File: config.mk
export PLATFORM = sky130hd
export DESIGN_NAME = h_data_port_arbiter_flat
export DESIGN_NICKNAME = d
export VERILOG_FILES = /design/src/rtl/h_data_port_arbiter_if.sv /design/src/rtl/h_data_port_arbiter.sv /design/src/flat_wrapper.sv
export SDC_FILE = /design/constraint.sdc
export NUM_CORES = 1
export LEC_CHECK = 0
export BUFFER_PORTS_ARGS = -buffer_cell sky130_fd_sc_hd__buf_2
export CAP_MARGIN = 15
export CORE_MARGIN = 3
export CORE_UTILIZATION = 42
export CTS_CLUSTER_SIZE = 20
export DETAILED_ROUTE_END_ITERATION = 8
export PLACE_DENSITY = 0.8
export REMOVE_ABC_BUFFERS = 1
export SLEW_MARGIN = 10
export SYNTH_ARGS = -nofsm -noshare
export SYNTH_HDL_FRONTEND = slang
export SYNTH_SLANG_ARGS = --single-unit
File: constraint.sdc
create_clock -name clk -period 2.1 [get_ports clk]
set_input_delay 0.315 -clock clk [delete_from_list [all_inputs] [get_ports clk]]
set_output_delay 0.315 -clock clk [all_outputs]
set_load 0.01 [all_outputs]
File: src/rtl/h_data_port_arbiter_if.sv
// rtl/h_data_port_arbiter_if.sv - requester, BRAM port A and read-return bundle for the H-data arbiter
interface h_data_port_arbiter_if #(
    parameter int H_DATA_ADDR_W = 18,
    parameter int H_DATA_WIDTH  = 19
);
    logic                     req0_vld;
    logic                     req0_last;
    logic                     req0_we;
    logic [H_DATA_ADDR_W-1:0] req0_addr;
    logic [H_DATA_WIDTH-1:0]  req0_din;
    logic                     req0_rdy;

    logic                     req1_vld;
    logic                     req1_last;
    logic                     req1_we;
    logic [H_DATA_ADDR_W-1:0] req1_addr;
    logic [H_DATA_WIDTH-1:0]  req1_din;
    logic                     req1_rdy;

    logic [H_DATA_ADDR_W-1:0] h_data_bram_addra;
    logic [H_DATA_WIDTH-1:0]  h_data_bram_din;
    logic                     h_data_bram_ena;
    logic                     h_data_bram_wea;
    logic [H_DATA_WIDTH-1:0]  h_data_bram_dout;

    logic [H_DATA_WIDTH-1:0]  rd_data;
    logic [1:0]               rd_vld;
    logic                     busy;

    modport slave (
        input  req0_vld, req0_last, req0_we, req0_addr, req0_din,
        output req0_rdy,
        input  req1_vld, req1_last, req1_we, req1_addr, req1_din,
        output req1_rdy,
        output h_data_bram_addra, h_data_bram_din, h_data_bram_ena, h_data_bram_wea,
        input  h_data_bram_dout,
        output rd_data, rd_vld, busy
    );

    modport master (
        output req0_vld, req0_last, req0_we, req0_addr, req0_din,
        input  req0_rdy,
        output req1_vld, req1_last, req1_we, req1_addr, req1_din,
        input  req1_rdy,
        input  h_data_bram_addra, h_data_bram_din, h_data_bram_ena, h_data_bram_wea,
        output h_data_bram_dout,
        input  rd_data, rd_vld, busy
    );
endinterface

File: src/rtl/h_data_port_arbiter.sv
// rtl/h_data_port_arbiter.sv - burst round-robin arbiter sharing H-data BRAM port A between two requesters
module h_data_port_arbiter #(
    parameter int H_DATA_ADDR_W = 18,
    parameter int H_DATA_WIDTH  = 19,
    parameter int MAX_BURST     = 16
) (
    input  logic                  clk,
    input  logic                  rst,
    h_data_port_arbiter_if.slave  bus
);
    localparam int CNT_W = $clog2(MAX_BURST);
    localparam logic [CNT_W-1:0] LAST_CNT = CNT_W'(MAX_BURST - 1);

    typedef enum logic [1:0] {
        IDLE   = 2'd0,
        GRANT0 = 2'd1,
        GRANT1 = 2'd2
    } state_t;

    state_t             state, state_nxt;
    logic               rr_ptr, rr_ptr_nxt;
    logic [CNT_W-1:0]   beat_cnt, beat_cnt_nxt;

    logic                     acc;
    logic                     beat_we;
    logic                     beat_last;
    logic [H_DATA_ADDR_W-1:0] beat_addr;
    logic [H_DATA_WIDTH-1:0]  beat_din;

    logic rd_p1_vld, rd_p1_own;
    logic rd_p2_vld, rd_p2_own;

    // Beat fields come from whichever requester currently owns the grant.
    always_comb begin
        beat_we   = bus.req0_we;
        beat_last = bus.req0_last;
        beat_addr = bus.req0_addr;
        beat_din  = bus.req0_din;
        if (state == GRANT1) begin
            beat_we   = bus.req1_we;
            beat_last = bus.req1_last;
            beat_addr = bus.req1_addr;
            beat_din  = bus.req1_din;
        end
        acc = ((state == GRANT0) && bus.req0_vld) || ((state == GRANT1) && bus.req1_vld);
    end

    always_comb begin
        state_nxt    = state;
        rr_ptr_nxt   = rr_ptr;
        beat_cnt_nxt = beat_cnt;
        case (state)
            IDLE: begin
                if (bus.req0_vld && bus.req1_vld)
                    state_nxt = rr_ptr ? GRANT1 : GRANT0;
                else if (bus.req0_vld)
                    state_nxt = GRANT0;
                else if (bus.req1_vld)
                    state_nxt = GRANT1;
            end
            GRANT0, GRANT1: begin
                if (acc) begin
                    if (beat_last || (beat_cnt == LAST_CNT)) begin
                        state_nxt    = IDLE;
                        beat_cnt_nxt = '0;
                        rr_ptr_nxt   = (state == GRANT0);
                    end else begin
                        beat_cnt_nxt = beat_cnt + 1'b1;
                    end
                end
            end
            default: state_nxt = IDLE;
        endcase
    end

    always_ff @(posedge clk or posedge rst) begin
        if (rst) begin
            state    <= IDLE;
            rr_ptr   <= 1'b0;
            beat_cnt <= '0;
        end else begin
            state    <= state_nxt;
            rr_ptr   <= rr_ptr_nxt;
            beat_cnt <= beat_cnt_nxt;
        end
    end

    // Address/data hold their last value between beats; only enables drop.
    always_ff @(posedge clk or posedge rst) begin
        if (rst) begin
            bus.h_data_bram_ena   <= 1'b0;
            bus.h_data_bram_wea   <= 1'b0;
            bus.h_data_bram_addra <= '0;
            bus.h_data_bram_din   <= '0;
            rd_p1_vld             <= 1'b0;
            rd_p1_own             <= 1'b0;
            rd_p2_vld             <= 1'b0;
            rd_p2_own             <= 1'b0;
        end else begin
            bus.h_data_bram_ena <= acc;
            bus.h_data_bram_wea <= acc && beat_we;
            if (acc) begin
                bus.h_data_bram_addra <= beat_addr;
                bus.h_data_bram_din   <= beat_din;
            end
            rd_p1_vld <= acc && !beat_we;
            rd_p1_own <= (state == GRANT1);
            rd_p2_vld <= rd_p1_vld;
            rd_p2_own <= rd_p1_own;
        end
    end

    assign bus.req0_rdy = (state == GRANT0);
    assign bus.req1_rdy = (state == GRANT1);
    assign bus.busy     = (state != IDLE);
    assign bus.rd_vld   = {rd_p2_vld && rd_p2_own, rd_p2_vld && !rd_p2_own};
    assign bus.rd_data  = rd_p2_vld ? bus.h_data_bram_dout : '0;
endmodule
File: src/flat_wrapper.sv
// flat-port wrapper written by rule: the top's interface ports become plain ports
module h_data_port_arbiter_flat 
#(
    parameter int H_DATA_ADDR_W = 18,
    parameter int H_DATA_WIDTH  = 19,
    parameter int MAX_BURST     = 16
)
  (clk, rst, bus_req0_vld, bus_req0_last, bus_req0_we, bus_req0_addr, bus_req0_din, bus_req0_rdy, bus_req1_vld, bus_req1_last, bus_req1_we, bus_req1_addr, bus_req1_din, bus_req1_rdy, bus_h_data_bram_addra, bus_h_data_bram_din, bus_h_data_bram_ena, bus_h_data_bram_wea, bus_h_data_bram_dout, bus_rd_data, bus_rd_vld, bus_busy);
  h_data_port_arbiter_if #(.H_DATA_ADDR_W(H_DATA_ADDR_W), .H_DATA_WIDTH(H_DATA_WIDTH)) bus_i ();
  input  logic clk;
  input  logic rst;
  input wire logic [$bits(bus_i.req0_vld)-1:0] bus_req0_vld;
  input wire logic [$bits(bus_i.req0_last)-1:0] bus_req0_last;
  input wire logic [$bits(bus_i.req0_we)-1:0] bus_req0_we;
  input wire logic [$bits(bus_i.req0_addr)-1:0] bus_req0_addr;
  input wire logic [$bits(bus_i.req0_din)-1:0] bus_req0_din;
  output wire logic [$bits(bus_i.req0_rdy)-1:0] bus_req0_rdy;
  input wire logic [$bits(bus_i.req1_vld)-1:0] bus_req1_vld;
  input wire logic [$bits(bus_i.req1_last)-1:0] bus_req1_last;
  input wire logic [$bits(bus_i.req1_we)-1:0] bus_req1_we;
  input wire logic [$bits(bus_i.req1_addr)-1:0] bus_req1_addr;
  input wire logic [$bits(bus_i.req1_din)-1:0] bus_req1_din;
  output wire logic [$bits(bus_i.req1_rdy)-1:0] bus_req1_rdy;
  output wire logic [$bits(bus_i.h_data_bram_addra)-1:0] bus_h_data_bram_addra;
  output wire logic [$bits(bus_i.h_data_bram_din)-1:0] bus_h_data_bram_din;
  output wire logic [$bits(bus_i.h_data_bram_ena)-1:0] bus_h_data_bram_ena;
  output wire logic [$bits(bus_i.h_data_bram_wea)-1:0] bus_h_data_bram_wea;
  input wire logic [$bits(bus_i.h_data_bram_dout)-1:0] bus_h_data_bram_dout;
  output wire logic [$bits(bus_i.rd_data)-1:0] bus_rd_data;
  output wire logic [$bits(bus_i.rd_vld)-1:0] bus_rd_vld;
  output wire logic [$bits(bus_i.busy)-1:0] bus_busy;
  assign bus_i.req0_vld = bus_req0_vld;
  assign bus_i.req0_last = bus_req0_last;
  assign bus_i.req0_we = bus_req0_we;
  assign bus_i.req0_addr = bus_req0_addr;
  assign bus_i.req0_din = bus_req0_din;
  assign bus_req0_rdy = bus_i.req0_rdy;
  assign bus_i.req1_vld = bus_req1_vld;
  assign bus_i.req1_last = bus_req1_last;
  assign bus_i.req1_we = bus_req1_we;
  assign bus_i.req1_addr = bus_req1_addr;
  assign bus_i.req1_din = bus_req1_din;
  assign bus_req1_rdy = bus_i.req1_rdy;
  assign bus_h_data_bram_addra = bus_i.h_data_bram_addra;
  assign bus_h_data_bram_din = bus_i.h_data_bram_din;
  assign bus_h_data_bram_ena = bus_i.h_data_bram_ena;
  assign bus_h_data_bram_wea = bus_i.h_data_bram_wea;
  assign bus_i.h_data_bram_dout = bus_h_data_bram_dout;
  assign bus_rd_data = bus_i.rd_data;
  assign bus_rd_vld = bus_i.rd_vld;
  assign bus_busy = bus_i.busy;
  h_data_port_arbiter #(.H_DATA_ADDR_W(H_DATA_ADDR_W), .H_DATA_WIDTH(H_DATA_WIDTH), .MAX_BURST(MAX_BURST)) u_core (.clk(clk), .rst(rst), .bus(bus_i));
endmodule
==> results.md <==
* Mapped Cells at 240
* # Post-CTS Setup Buffers at 0
* Total global routing overflow at 0
* Multi-input gate area at between 0.001 and 0.0015 mm2
* Syn_area_per_cell at 10.3 um2
* Synth Register Bits at 50
* Endpoints failing hold at 0
* CP max FO at 40
* Skew-Pair Late Insertion Delay at approximately 0.30 ns
* Routed WL per cell at roughly 13 um
* Share of layout cells above drive strength 1 at 0.459
* Number of synthesized flops with an enable pin at 0
* Clock share of power at 0.128
* CTS buffer count at 5
* Period utilization at 0.901
* Post-synthesis sequential area ratio at 0.506
* RD Place Congestion at about 0.8
* Post-route cell area at 0.00344 mm2
* Ant diodes at 0
* Pre-antenna DRT Iters at 4
* Final ANT Viol Nets at 0
* Synth Flop Type: dfrtp_1
* # setup viols final at 0
* Max-cap violations at 0
* Hold Buf Count CTS at 0
* Hold Crit Class: input port to async pin
* Vias/cell at approximately 4.7
* CTS tree: built
* CTS resizes at 0
* Cell Area, Placed at about 0.0034 mm2
* H-tree Lvls at 2
* WS Path Type: register to output port
* CTS root buf: clkbuf_8
* Vias post-DR at approximately 2200
* RSZ-0062 raised after global routing: false
* Detail Placement HPWL at 4800 um
* Sw frac at 0.399
* WL final at 6100 um
* Worst EP required at about 1.8 ns
* Worst path cell trace: inv_1, ha_2, buf_12, buf_2
* Placed cells at approximately 460
* Distinct cells, synth at 25
* CP endpoint kind: output port
* Slew Limit Headroom at 0.633
* Worst EP arrival at between 1.5 and 2 ns
* Die W at 82.7 um
* DRC at 0
* CTS max path bufs at 2
* Psw at about 1700 uW
* Status: finished, final reports clean
* Final Max Slew Viols at 0
* Io pins at about 160
* Int Pwr at 2520 uW
* Power per Cell Area at 1220 mW/mm2
* DIE AREA at slightly below 0.007 mm2
* Starting DRC count in detailed routing at 77
* Number of global-route vias before repair at between 2000 and 2500
* Crit path max-delay family: buffers and inverters
* Post-synthesis async set-or-reset flop share at 1.00
* Pin count of the biggest net entering global routing at 43
* Most frequent cells in the layout: 163 x buf_2, 50 x dfrtp_1, 42 x nand2_1, 42 x o21ai_0, 39 x mux2i_1
* Row cnt at 27
* Clock Skew at around 0.0054 ns
* DP Worst Slack at about 0.27 ns
* Gate power share at 0.486
* Initial Util at 0.441
* LEAKAGE at between 0.0015 and 0.002 uW
* Fin worst setup slack at a little over 0.2 ns
* Crit path launch type: register
* Layout Area Growth over Synthesis at 39.1%
* CP max-delay cell: dfrtp_1
* Filler cell count in the final layout at between 400 and 500
* Ys Warns at 0
* Final nets at between 500 and 600
* Synthesized area at 0.00247 mm2
* Largest stage delay, worst path at roughly 0.39 ns
* Register area at 0.00125 mm2
* Initial antenna violation count at 0
* Die height at roughly 83 um
* Fin util at 0.613
* Clock-pin transition on the worst setup and hold timing paths at around 0.09 ns
* Worst-margin pin slew at between 0.5 and 0.6 ns
* WP buf/inv at 3
* Peak VDD IR at between 0.5 and 0.6 mV
* Commonest non-fill, non-tap cell in the layout: buf_2
* Sequential Power Share at 0.386
* Total track usage at 0.179
* Total core area at between 0.005 and 0.006 mm2
* FMAX at between 500 and 600 MHz
* First-pass GRT wire length at 9180 um
* Final cell count without fillers at ~470
* # port buffers at 163
* CTS sink cnt at 50
* Worst hold slack at roughly 0.056 ns
* Final Critical Period at ~1.9 ns
power by group through the flow:
stage	sequential, uW	clock [uW]	combinational [uW]
floorplan	1790	0	1130
detailed placement	1640	0	2080
CTS	1630	564	2080
global placement	1630	0	2000
finish	1620	536	2040
global route	1680	604	2290
through the flow:
step / power (uW) / TNS [ns]
finish: 4200 / 0
global placement: 3630 / 0
CTS: 4270 / 0
global route: 4580 / 0
floorplan: 2920 / -69.83
detailed placement: 3720 / 0
registers in the layout (all words and copies together) (netlist names):
register,flops
u_core.rd_p2_own,1
u_core.beat_cnt,4
u_core.bus.h_data_bram_din,19
u_core.rd_p1_vld,1
u_core.bus.h_data_bram_ena,1
u_core.bus.h_data_bram_addra,18
u_core.rd_p1_own,1
u_core.rd_p2_vld,1
u_core.state,2
u_core.rr_ptr,1
u_core.bus.h_data_bram_wea,1
area by class of cell:
type / instances / share of cell area
Tap cell: 72 / 0.0262
Clock buffer: 5 / 0.0200
Clock inverter: 2 / 0.00400
Sequential cell: 50 / 0.364
Multi-Input combinational cell: 167 / 0.323
Timing Repair Buffer: 167 / 0.253
Inverter: 8 / 0.00946
layer usage:
layer / part of all wire / routed length [um] / global-route usage / vias up
met1: 0.35 / 2130 / 0.174 / 983
met4: 0.019 / 117 / 0.0670 / 0
met3: 0.10 / 631 / 0.0477 / 13
met5: 0 / 0 / 0 / -
li1: - / - / - / 1126
met2: 0.53 / 3220 / 0.353 / 111
kinds of logic after synthesis:
family,after synthesis,share of synthesized area
adder cells (fa/ha/maj),4,0.0203
AND/OR/NAND/NOR,73,0.141
flip-flops,50,0.506
buffers and inverters,23,0.0456
multiplexers,42,0.175
AO/OA/AOI/OAI,48,0.112
final timing paths:
kind                                  startpoint                              end  slack [ns]  cells after the start
worst min register to register  u_core.rd_p1_vld                 u_core.rd_p2_vld        0.36                      0
max in group asynchronous                    rst                  u_core.state[1]        1.52                      3
worst max register to register   u_core.state[0]                  u_core.state[1]        0.22                      6
min in group clk                     bus_req0_we       u_core.bus.h_data_bram_wea        0.30                      3
worst min-delay path                         rst  u_core.bus.h_data_bram_addra[4]        0.06                      2
worst max-delay path             u_core.state[0]                     bus_req1_rdy        0.21                      4
synthesized netlist by cell type (all sizes together) (2+ instances only):
cell,n,area share
dfrtp,50,0.51
nand2,43,0.068
o21ai,42,0.085
mux2i,39,0.16
and2,21,0.053
buf,8,0.022
inv,8,0.013
clkbuf,7,0.011
ha,4,0.020
mux2,3,0.017
nand3,3,0.0061
nor2,3,0.0046
a21oi,2,0.0041
Note: power is estimated with default switching activity, not from simulation.
